[config.mk]
export PLATFORM = sky130hd
export DESIGN_NAME = mesm6_bus_arbiter
export DESIGN_NICKNAME = d
export VERILOG_FILES = /design/src/rtl/mesm6_defines.sv /design/src/rtl/mesm6_bus_watchdog.sv /design/src/rtl/mesm6_bus_arbiter.sv
export SDC_FILE = /design/constraint.sdc
export NUM_CORES = 1
export LEC_CHECK = 0
export CAP_MARGIN = 20
export CELL_PAD_IN_SITES_DETAIL_PLACEMENT = 1
export CELL_PAD_IN_SITES_GLOBAL_PLACEMENT = 2
export CORE_MARGIN = 4
export CORE_UTILIZATION = 10
export CTS_BUF_LIST = sky130_fd_sc_hd__clkbuf_4
export CTS_CLUSTER_DIAMETER = 100
export DETAILED_ROUTE_END_ITERATION = 8
export PLACE_DENSITY_LB_ADDON = 0.1
export SLEW_MARGIN = 25
export SYNTH_ARGS = -nofsm -noshare
export SYNTH_HDL_FRONTEND = slang
export SYNTH_SLANG_ARGS = --single-unit
[constraint.sdc]
create_clock -name clk -period 2.4 [get_ports clk]
set_input_delay 0.6 -clock clk [delete_from_list [all_inputs] [get_ports clk]]
set_output_delay 0.6 -clock clk [all_outputs]
set_load 0.02 [all_outputs]
[src/rtl/mesm6_defines.sv]
// Shared MESM-6 bus constants and the bus arbiter's state type.
package mesm6_defines;

    localparam int ADDR_W      = 15;
    localparam int DATA_W      = 48;
    localparam int BUS_TIMEOUT = 255;

    typedef enum logic [1:0] {
        IDLE = 2'd0,
        GNT0 = 2'd1,
        GNT1 = 2'd2
    } arb_state_t;

    // Watchdog counter width; a disabled watchdog still keeps a 1-bit register.
    function automatic int wdog_width(input int timeout);
        int w;
        w = $clog2(timeout + 1);
        return (w < 1) ? 1 : w;
    endfunction

endpackage

[src/rtl/mesm6_bus_watchdog.sv]
// Grant-age counter: cleared while the bus is idle, counts granted cycles and
// flags the cycle in which a hung transaction must be terminated.
module mesm6_bus_watchdog
    import mesm6_defines::*;
#(
    parameter int TIMEOUT = BUS_TIMEOUT
) (
    input  logic clk,
    input  logic reset,
    input  logic clear_i,
    input  logic enable_i,
    output logic expire_o
);

    localparam int W = wdog_width(TIMEOUT);
    localparam logic [W-1:0] LIMIT = (TIMEOUT == 0) ? '0 : W'(TIMEOUT - 1);
    localparam logic ENABLED = (TIMEOUT != 0);

    logic [W-1:0] wdog_q, wdog_d;

    always_comb begin
        wdog_d = wdog_q;
        if (clear_i)
            wdog_d = '0;
        else if (enable_i && (wdog_q != LIMIT))
            wdog_d = wdog_q + W'(1);
    end

    always_ff @(posedge clk or posedge reset) begin
        if (reset)
            wdog_q <= '0;
        else
            wdog_q <= wdog_d;
    end

    assign expire_o = ENABLED && (wdog_q == LIMIT);

endmodule

[src/rtl/mesm6_bus_arbiter.sv]
// Two-master round-robin arbiter for the MESM-6 memory/device bus with a
// watchdog that terminates hung transactions with a one-cycle bus_error.
module mesm6_bus_arbiter
    import mesm6_defines::*;
#(
    parameter int TIMEOUT = BUS_TIMEOUT
) (
    input  logic              clk,
    input  logic              reset,
    input  logic [ADDR_W-1:0] m0_addr,
    input  logic              m0_read,
    input  logic              m0_write,
    input  logic [DATA_W-1:0] m0_wdata,
    output logic [DATA_W-1:0] m0_rdata,
    output logic              m0_done,
    input  logic [ADDR_W-1:0] m1_addr,
    input  logic              m1_read,
    input  logic              m1_write,
    input  logic [DATA_W-1:0] m1_wdata,
    output logic [DATA_W-1:0] m1_rdata,
    output logic              m1_done,
    output logic [ADDR_W-1:0] slv_addr,
    output logic              slv_read,
    output logic              slv_write,
    output logic [DATA_W-1:0] slv_wdata,
    input  logic [DATA_W-1:0] slv_rdata,
    input  logic              slv_done,
    output logic              bus_error
);

    arb_state_t state_q, state_d;
    logic       last_q, last_d;
    logic       req0, req1;
    logic       expire;
    logic       finish;
    logic       abort;

    assign req0 = m0_read | m0_write;
    assign req1 = m1_read | m1_write;

    mesm6_bus_watchdog #(.TIMEOUT(TIMEOUT)) u_wdog (
        .clk      (clk),
        .reset    (reset),
        .clear_i  (state_q == IDLE),
        .enable_i (state_q != IDLE),
        .expire_o (expire)
    );

    // A real slv_done always takes priority over the watchdog.
    assign abort  = expire && !slv_done;
    assign finish = slv_done || abort;

    always_comb begin
        state_d   = state_q;
        last_d    = last_q;
        slv_addr  = '0;
        slv_read  = 1'b0;
        slv_write = 1'b0;
        slv_wdata = '0;
        m0_done   = 1'b0;
        m1_done   = 1'b0;
        m0_rdata  = '0;
        m1_rdata  = '0;
        bus_error = 1'b0;
        case (state_q)
            IDLE: begin
                // last_q == 1 means m1 was served last, so m0 wins a tie.
                if (req0 && (!req1 || last_q)) begin
                    state_d = GNT0;
                    last_d  = 1'b0;
                end else if (req1) begin
                    state_d = GNT1;
                    last_d  = 1'b1;
                end
            end
            GNT0: begin
                slv_addr  = m0_addr;
                slv_wdata = m0_wdata;
                slv_read  = m0_read && !abort;
                slv_write = m0_write && !abort;
                m0_done   = finish;
                m0_rdata  = abort ? '0 : slv_rdata;
                bus_error = abort;
                if (finish)
                    state_d = IDLE;
            end
            GNT1: begin
                slv_addr  = m1_addr;
                slv_wdata = m1_wdata;
                slv_read  = m1_read && !abort;
                slv_write = m1_write && !abort;
                m1_done   = finish;
                m1_rdata  = abort ? '0 : slv_rdata;
                bus_error = abort;
                if (finish)
                    state_d = IDLE;
            end
            default: state_d = IDLE;
        endcase
    end

    always_ff @(posedge clk or posedge reset) begin
        if (reset) begin
            state_q <= IDLE;
            last_q  <= 1'b1;
        end else begin
            state_q <= state_d;
            last_q  <= last_d;
        end
    end

endmodule
# [Yosys cells after proc, flatten, opt, wreduce, memory -nomap -nowiden]
# Cells that the tools add are included.
[classes] addsub=1 n_mul=0 div=0 order_cmp=0 eq_ne=6 shifts=0 muxes=18 bitwise=2 n_reduce_logical=19
[op_table] cell="48-bit two-way mux" n=3
[op_table] cell="48-bit case mux with 2 select lines" n=1
[op_table] cell="15-bit case mux with 2 select lines" n=1
[op_table] cell="8-bit two-way mux" n=2
[op_table] cell="8-bit by 1-bit adder with 8-bit output, second input constant" n=1
[op_table] cell="8-bit == test, second input constant" n=1
[op_table] cell="8-bit inequality test, second input constant" n=1
[op_table] cell="1-bit logical AND" n=7
[op_table] cell="2-bit two-way mux" n=3
[op_table] cell="2-bit nonzero test" n=3
[op_table] cell="1-bit two-way mux" n=5
[op_table] cell="1-bit case mux with 2 select lines" n=2
[op_table] cell="2-bit case mux with 2 select lines" n=1
[op_table] cell="2-bit AND reduction" n=2
[op_table] cell="1-bit logical NOT" n=3
[op_table] cell="3-bit inequality test, second input constant" n=1
[op_table] cell="2-bit by 1-bit == test with 1-bit output, second input constant" n=1
[op_table] cell="2-bit == test, second input constant" n=1
[op_table] cell="2-bit logical NOT" n=1
[op_table] cell="1-bit logical OR" n=2
[op_table] cell="2-bit by 1-bit inequality test with 1-bit output, second input constant" n=1
[op_table] cell="1-bit OR" n=2
[op_table] cell="2-bit OR reduction" n=1
[word_totals] reg_bits=11 latch_bits=0 ram_bits=0 romBits=0 inputBits=181 output_inout_bits=164 word_cells=49 n_memories=0

# [Depth between registers and ports, before layout]
[depth] ltp_word=6 ltp_mapped=7 mapped_depth_nobuf=5

# [By module]
# A second synthesis with hierarchy kept.
[hier_totals] hier_cells=348 hier_area_um2=2289.7
[by_module_without_submodules] mod="mesm6_bus_arbiter" instances=1 cells_per_inst=296 area_per_inst_um2=1800.5 seq_area_each_um2=76.3
[by_module_without_submodules] mod="mesm6_bus_watchdog" instances=1 cells_per_inst=52 area_per_inst_um2=489.2 seq_area_each_um2=200.2

# [Least setup slack after synthesis]
# Ideal clock, no wire load.
[synth_path] kind="flip-flop to output port" from="register state_q[0]" to="output port slv_addr[14]" t_arrival_ns=1.671 required_ns=1.800 slack_ns=0.129 path_stages_with_launch=7 path_buffers=2 cell_sequence="dfrtp_1 -> inv_1 -> ha_1 -> clkbuf_1 -> buf_1 -> a22oi_1 -> nor2b_1"
[synth_via] elab_chain_cells=2 word_cells_on_any_way=3 classes_between="eq/ne (2); mux (1)"
[synth_lines] item="start: declaration" line="mesm6_bus_arbiter.sv:31" source="arb_state_t state_q, state_d;"
[synth_lines] item="start signal: assignment" line="mesm6_bus_arbiter.sv:107" source="state_q <= state_d;"
[synth_lines] item="2-bit == test or 2-bit by 1-bit == test with 1-bit output (tied branches)" line="mesm6_bus_arbiter.sv:65" source="case (state_q)"
[synth_lines] item="15-bit case mux with 2 select lines *" line="mesm6_bus_arbiter.sv:65"
[synth_lines] item="end: declaration" line="mesm6_bus_arbiter.sv:22" source="output logic [ADDR_W-1:0] slv_addr,"
# Mark *: on every way between the ends. The rest lies on a longest branch, timed or not.

# [Worst setup path in the final report]
[layout_path] from="register u_wdog.wdog_q[0]" to="output port m0_rdata[23]"
[layout_via] elab_chain_cells=4
[layout_lines] item="start: declaration" line="mesm6_bus_watchdog.sv:19" source="logic [W-1:0] wdog_q, wdog_d;"
[layout_lines] item="start signal: assignment" line="mesm6_bus_watchdog.sv:33" source="wdog_q <= wdog_d;"
[layout_lines] item="8-bit == test" line="mesm6_bus_watchdog.sv:36" source="assign expire_o = ENABLED && (wdog_q == LIMIT);"
[layout_lines] item="1-bit logical AND" line="mesm6_bus_arbiter.sv:50" source="assign abort = expire && !slv_done;"
[layout_lines] item="48-bit two-way mux" line="mesm6_bus_arbiter.sv:82" source="m0_rdata = abort ? '0 : slv_rdata;"
[layout_lines] item="48-bit two-way mux" line="mesm6_bus_arbiter.sv:65"
[layout_lines] item="end: declaration" line="mesm6_bus_arbiter.sv:14" source="output logic [DATA_W-1:0] m0_rdata,"
# Every way passes these cells.

==> key figures <==
Critical path
  • Crit path kind: reg -> out
  • CP Data Required Time: 1.80 ns
  • Startpoint Class: flop
  • Top cell by count, worst path: buf_6
  • Slowest stage delay, CP: 0.39 ns
  • Worst r2r path cells: 8
  • CP bufs+invs: 5
  • Crit path max fanout: 4
  • Cell class contributing the biggest share of worst-path delay: buffers and inverters
  • Reg2reg end: u_wdog.wdog_q[4]
  • CP Capture Type: output pin
  • Slowest-stage cell, CP: dfrtp_1
  • Worst R2R Start: u_wdog.wdog_q[0]
  • Crit path DAT: 2.04 ns
  • Critical Path, Cell by Cell: inv_2, ha_4, nand3_4, o31a_1, buf_6, buf_16, buf_12, and2_4, buf_6
  • R2R Setup Slk: 0.62 ns

Global routing
  • Largest net degree at the start of global routing: 27
  • Congestion Overflow GR: 0
  • Initial antenna violation count: 1
  • Number of global-route vias before repair: 4,346
  • GRT Overall Usage: 0.153
  • First-pass GRT wire length: 30.8 mm

CTS
  • CTS Sinks: 11
  • H-tree depth: 1
  • Clock buffer depth: 2
  • TritonCTS buffer count: 3
  • Worst skew pair latency: 0.27 ns
  • Clock Tree Root: clkbuf_4
  • Clock transition at the registers of the reported paths: 0.08 ns
  • Hold-fix buffers, CTS: 0
  • TritonCTS clock tree: built

Power
  • Total Power: 7.60 mW
  • Clock power frac: 0.019
  • Combinational cell fraction of total power: 0.946
  • Sw Share: 0.459
  • Reg power frac: 0.035
  • P_sw: 3.49 mW
  • Pint: 4.11 mW
  • Maximum vdd drop: 0.353 mV
  • LEAKAGE: 3.17 nW
  • Pwr/cell area: 1010 nW/um^2

STA
  • Pins Over Slew Limit: 0
  • Final Hold Viols: 0
  • Post-route minimum period: 2.64 ns
  • Setup WS post-layout: -0.237 ns
  • Setup-failing EPs final: 96
  • Unrepaired setup endpoints after global routing: yes
  • Achievable Freq: 379 MHz
  • Actual slew at the worst max-slew pin: 0.463 ns
  • Worst Clk Skew: 0.00562 ns
  • Fin crit share: 1.10
  • Max-slew headroom: 0.691

Placed design
  • RD Place Congestion: 0.751
  • Port-buffer cells: 344
  • DP HPWL: 16.1 mm

Worst hold path
  • Hold Path Cell Cnt: 1
  • Hold Crit Start: last_q
  • Hold Path End: last_q
  • Hold crit path type: reg -> reg

Yosys
  • Synthesized net count: 523
  • Sequential cell area fraction in the yosys report: 0.114
  • Netlist cell types: 40
  • Register bit total from synthesis: 11
  • Synth warn: 0
  • Cell Area, Synth: 2430 um^2
  • Post-synth ARST share: 1.00
  • Top FF cell, synth: dfrtp_1
  • EDFF count, synth: 0
  • Synthesized area per cell: 7.21 um^2
  • Synth Instances: 337

Floorplan
  • Die Y: 164 um
  • IO Count: 345
  • Core area: 23,700 um^2
  • DIE AREA: 26,900 um^2
  • Initial cell density of the core: 0.103
  • Site row count: 56
  • Die width: 164 um

Cells and area
  • Nets: 911
  • Share of cells above drive strength 1: 0.536
  • Fillers: 2,729
  • Layout area overhead: 210%
  • Post-layout util: 0.318

Status
  • Status: finished, violations left
  • Failing checks: negative setup slack

Routing
  • DR WL/cell: 22.1 um
  • DRC errors left: 0
  • Drt first pass iters: 4
  • Detail Route Antenna Nets: 0
  • Vias: 4,149
  • 1st-iter DRT viols: 107
  • DR vias/cell: 3.97
  • Final Routed Wirelength: 23.1 mm

Flow run
  • # Max-Cap Violations: 0
==> per-layer routing <==
layer  vias up  share of wire  GRT usage
met5         -              0          0
met4         0          0.018     0.0305
met3        23          0.058     0.0271
met2       149           0.54      0.292
met1      2018           0.39      0.177
li1       1959              -          -
==> synth_stat cells (all sizes together), types with 3 or more instances <==
cell	count	share of area
a21oi	4	0.0082
a22oi	63	0.19
a31oi	3	0.0077
and2	96	0.27
and3	3	0.0077
buf	14	0.035
clkbuf	20	0.031
dfrtp	10	0.10
ha	5	0.026
inv	5	0.0077
nand3	4	0.010
nor2	8	0.012
nor2b	66	0.17
nor3	3	0.0062
o21a	3	0.0093
o21ai	3	0.0062
==> worst register-to-register path: stages (launching register included) <==
cell,delay [ns]
dfrtp_1,0.39
inv_2,0.08
ha_4,0.15
nand3_4,0.10
buf_4,0.15
buf_4,0.12
buf_4,0.13
o2111ai_1,0.20
mux2_2,0.35
==> power by group through the flow <==
stage	combinational (mW)	clock [mW]	sequential [mW]
2_1_floorplan	2.73	0	0.272
4_1_cts	6.81	0.151	0.266
5_1_grt	7.60	0.159	0.273
3_5_place_dp	5.35	0	0.264
6_report	7.19	0.143	0.267
3_3_place_gp	5.34	0	0.260
==> how the worst max path moves through the flow <==
stage	depth (start not counted)	from	slack, ns	to
6_report	9	u_wdog.wdog_q[0]	-0.24	m0_rdata[23]
5_1_grt	9	u_wdog.wdog_q[0]	-0.31	m0_rdata[23]
4_1_cts	8	u_wdog.wdog_q[0]	-0.26	m1_rdata[26]
3_5_place_dp	5	slv_done	-0.59	m1_rdata[47]
3_3_place_gp	5	slv_done	-0.60	m1_rdata[47]
2_1_floorplan	6	state_q[0]	0.13	slv_addr[14]
==> state kept, by name, summed over array words and instances, names as in the netlist <==
register,count
u_wdog.wdog_q,8
state_q,2
last_q,1
==> through the flow <==
stage | setup slack (ns) | hold WS [ns] | std cells | TNS [ns] | instance area, um^2
floorplan | 0.129 | 0.452 | 337 | 0 | 2430
global placement | -0.604 | 0.529 | 994 | -56.64 | 6370
detailed placement | -0.590 | 0.530 | 994 | -56.55 | 6370
CTS | -0.258 | 0.542 | 1031 | -15.21 | 7200
global route | -0.307 | 0.545 | 1044 | -17.02 | 7540
finish | -0.237 | 0.536 | 1045 | -10.63 | 7540
==> cell type report <==
type,count,area [um^2],area share
antenna,2,5.00,0.000664
clock buffer,4,30.0,0.00398
inverter,5,18.8,0.00249
multi-input combinational,287,2420,0.321
sequential,11,277,0.0367
tap,319,399,0.0529
timing repair buffer,417,4390,0.582
==> logic make-up (layout without fill, tap and decap cells) <==
group                    after synthesis  after routing  share of synthesized area
AND/OR/NAND/NOR                      190            190                      0.504
AO/OA/AOI/OAI                         89             89                      0.270
buffers and inverters                 39            426                     0.0736
flip-flops                            11             11                      0.114
adder cells (fa/ha/maj)                5              5                     0.0257
multiplexers                           3              3                     0.0129
other                                  0              2                          0
==> cells in the final DEF, fill, tap and decap left out, types with 4 or more instances in the layout <==
master,netlist,layout
nor2b_1,66,65
clkdlybuf4s50_1,0,179
clkbuf_4,0,4
buf_16,0,10
buf_2,2,43
buf_6,4,109
and2_4,20,95
a22oi_2,0,35
buf_4,0,50
a21oi_1,4,4
a22oi_1,63,28
ha_4,0,4
dfrtp_1,10,10
nor2_1,8,7
buf_12,0,12
clkbuf_16,0,6
==> timing repair <==
item	in CTS	in global routing
pin swaps	27	61
resized for setup	832	143
gates cloned	15	6
buffers inserted	18	10
setup endpoints to repair	154	148
Note: power is estimated with default switching activity, not from simulation.
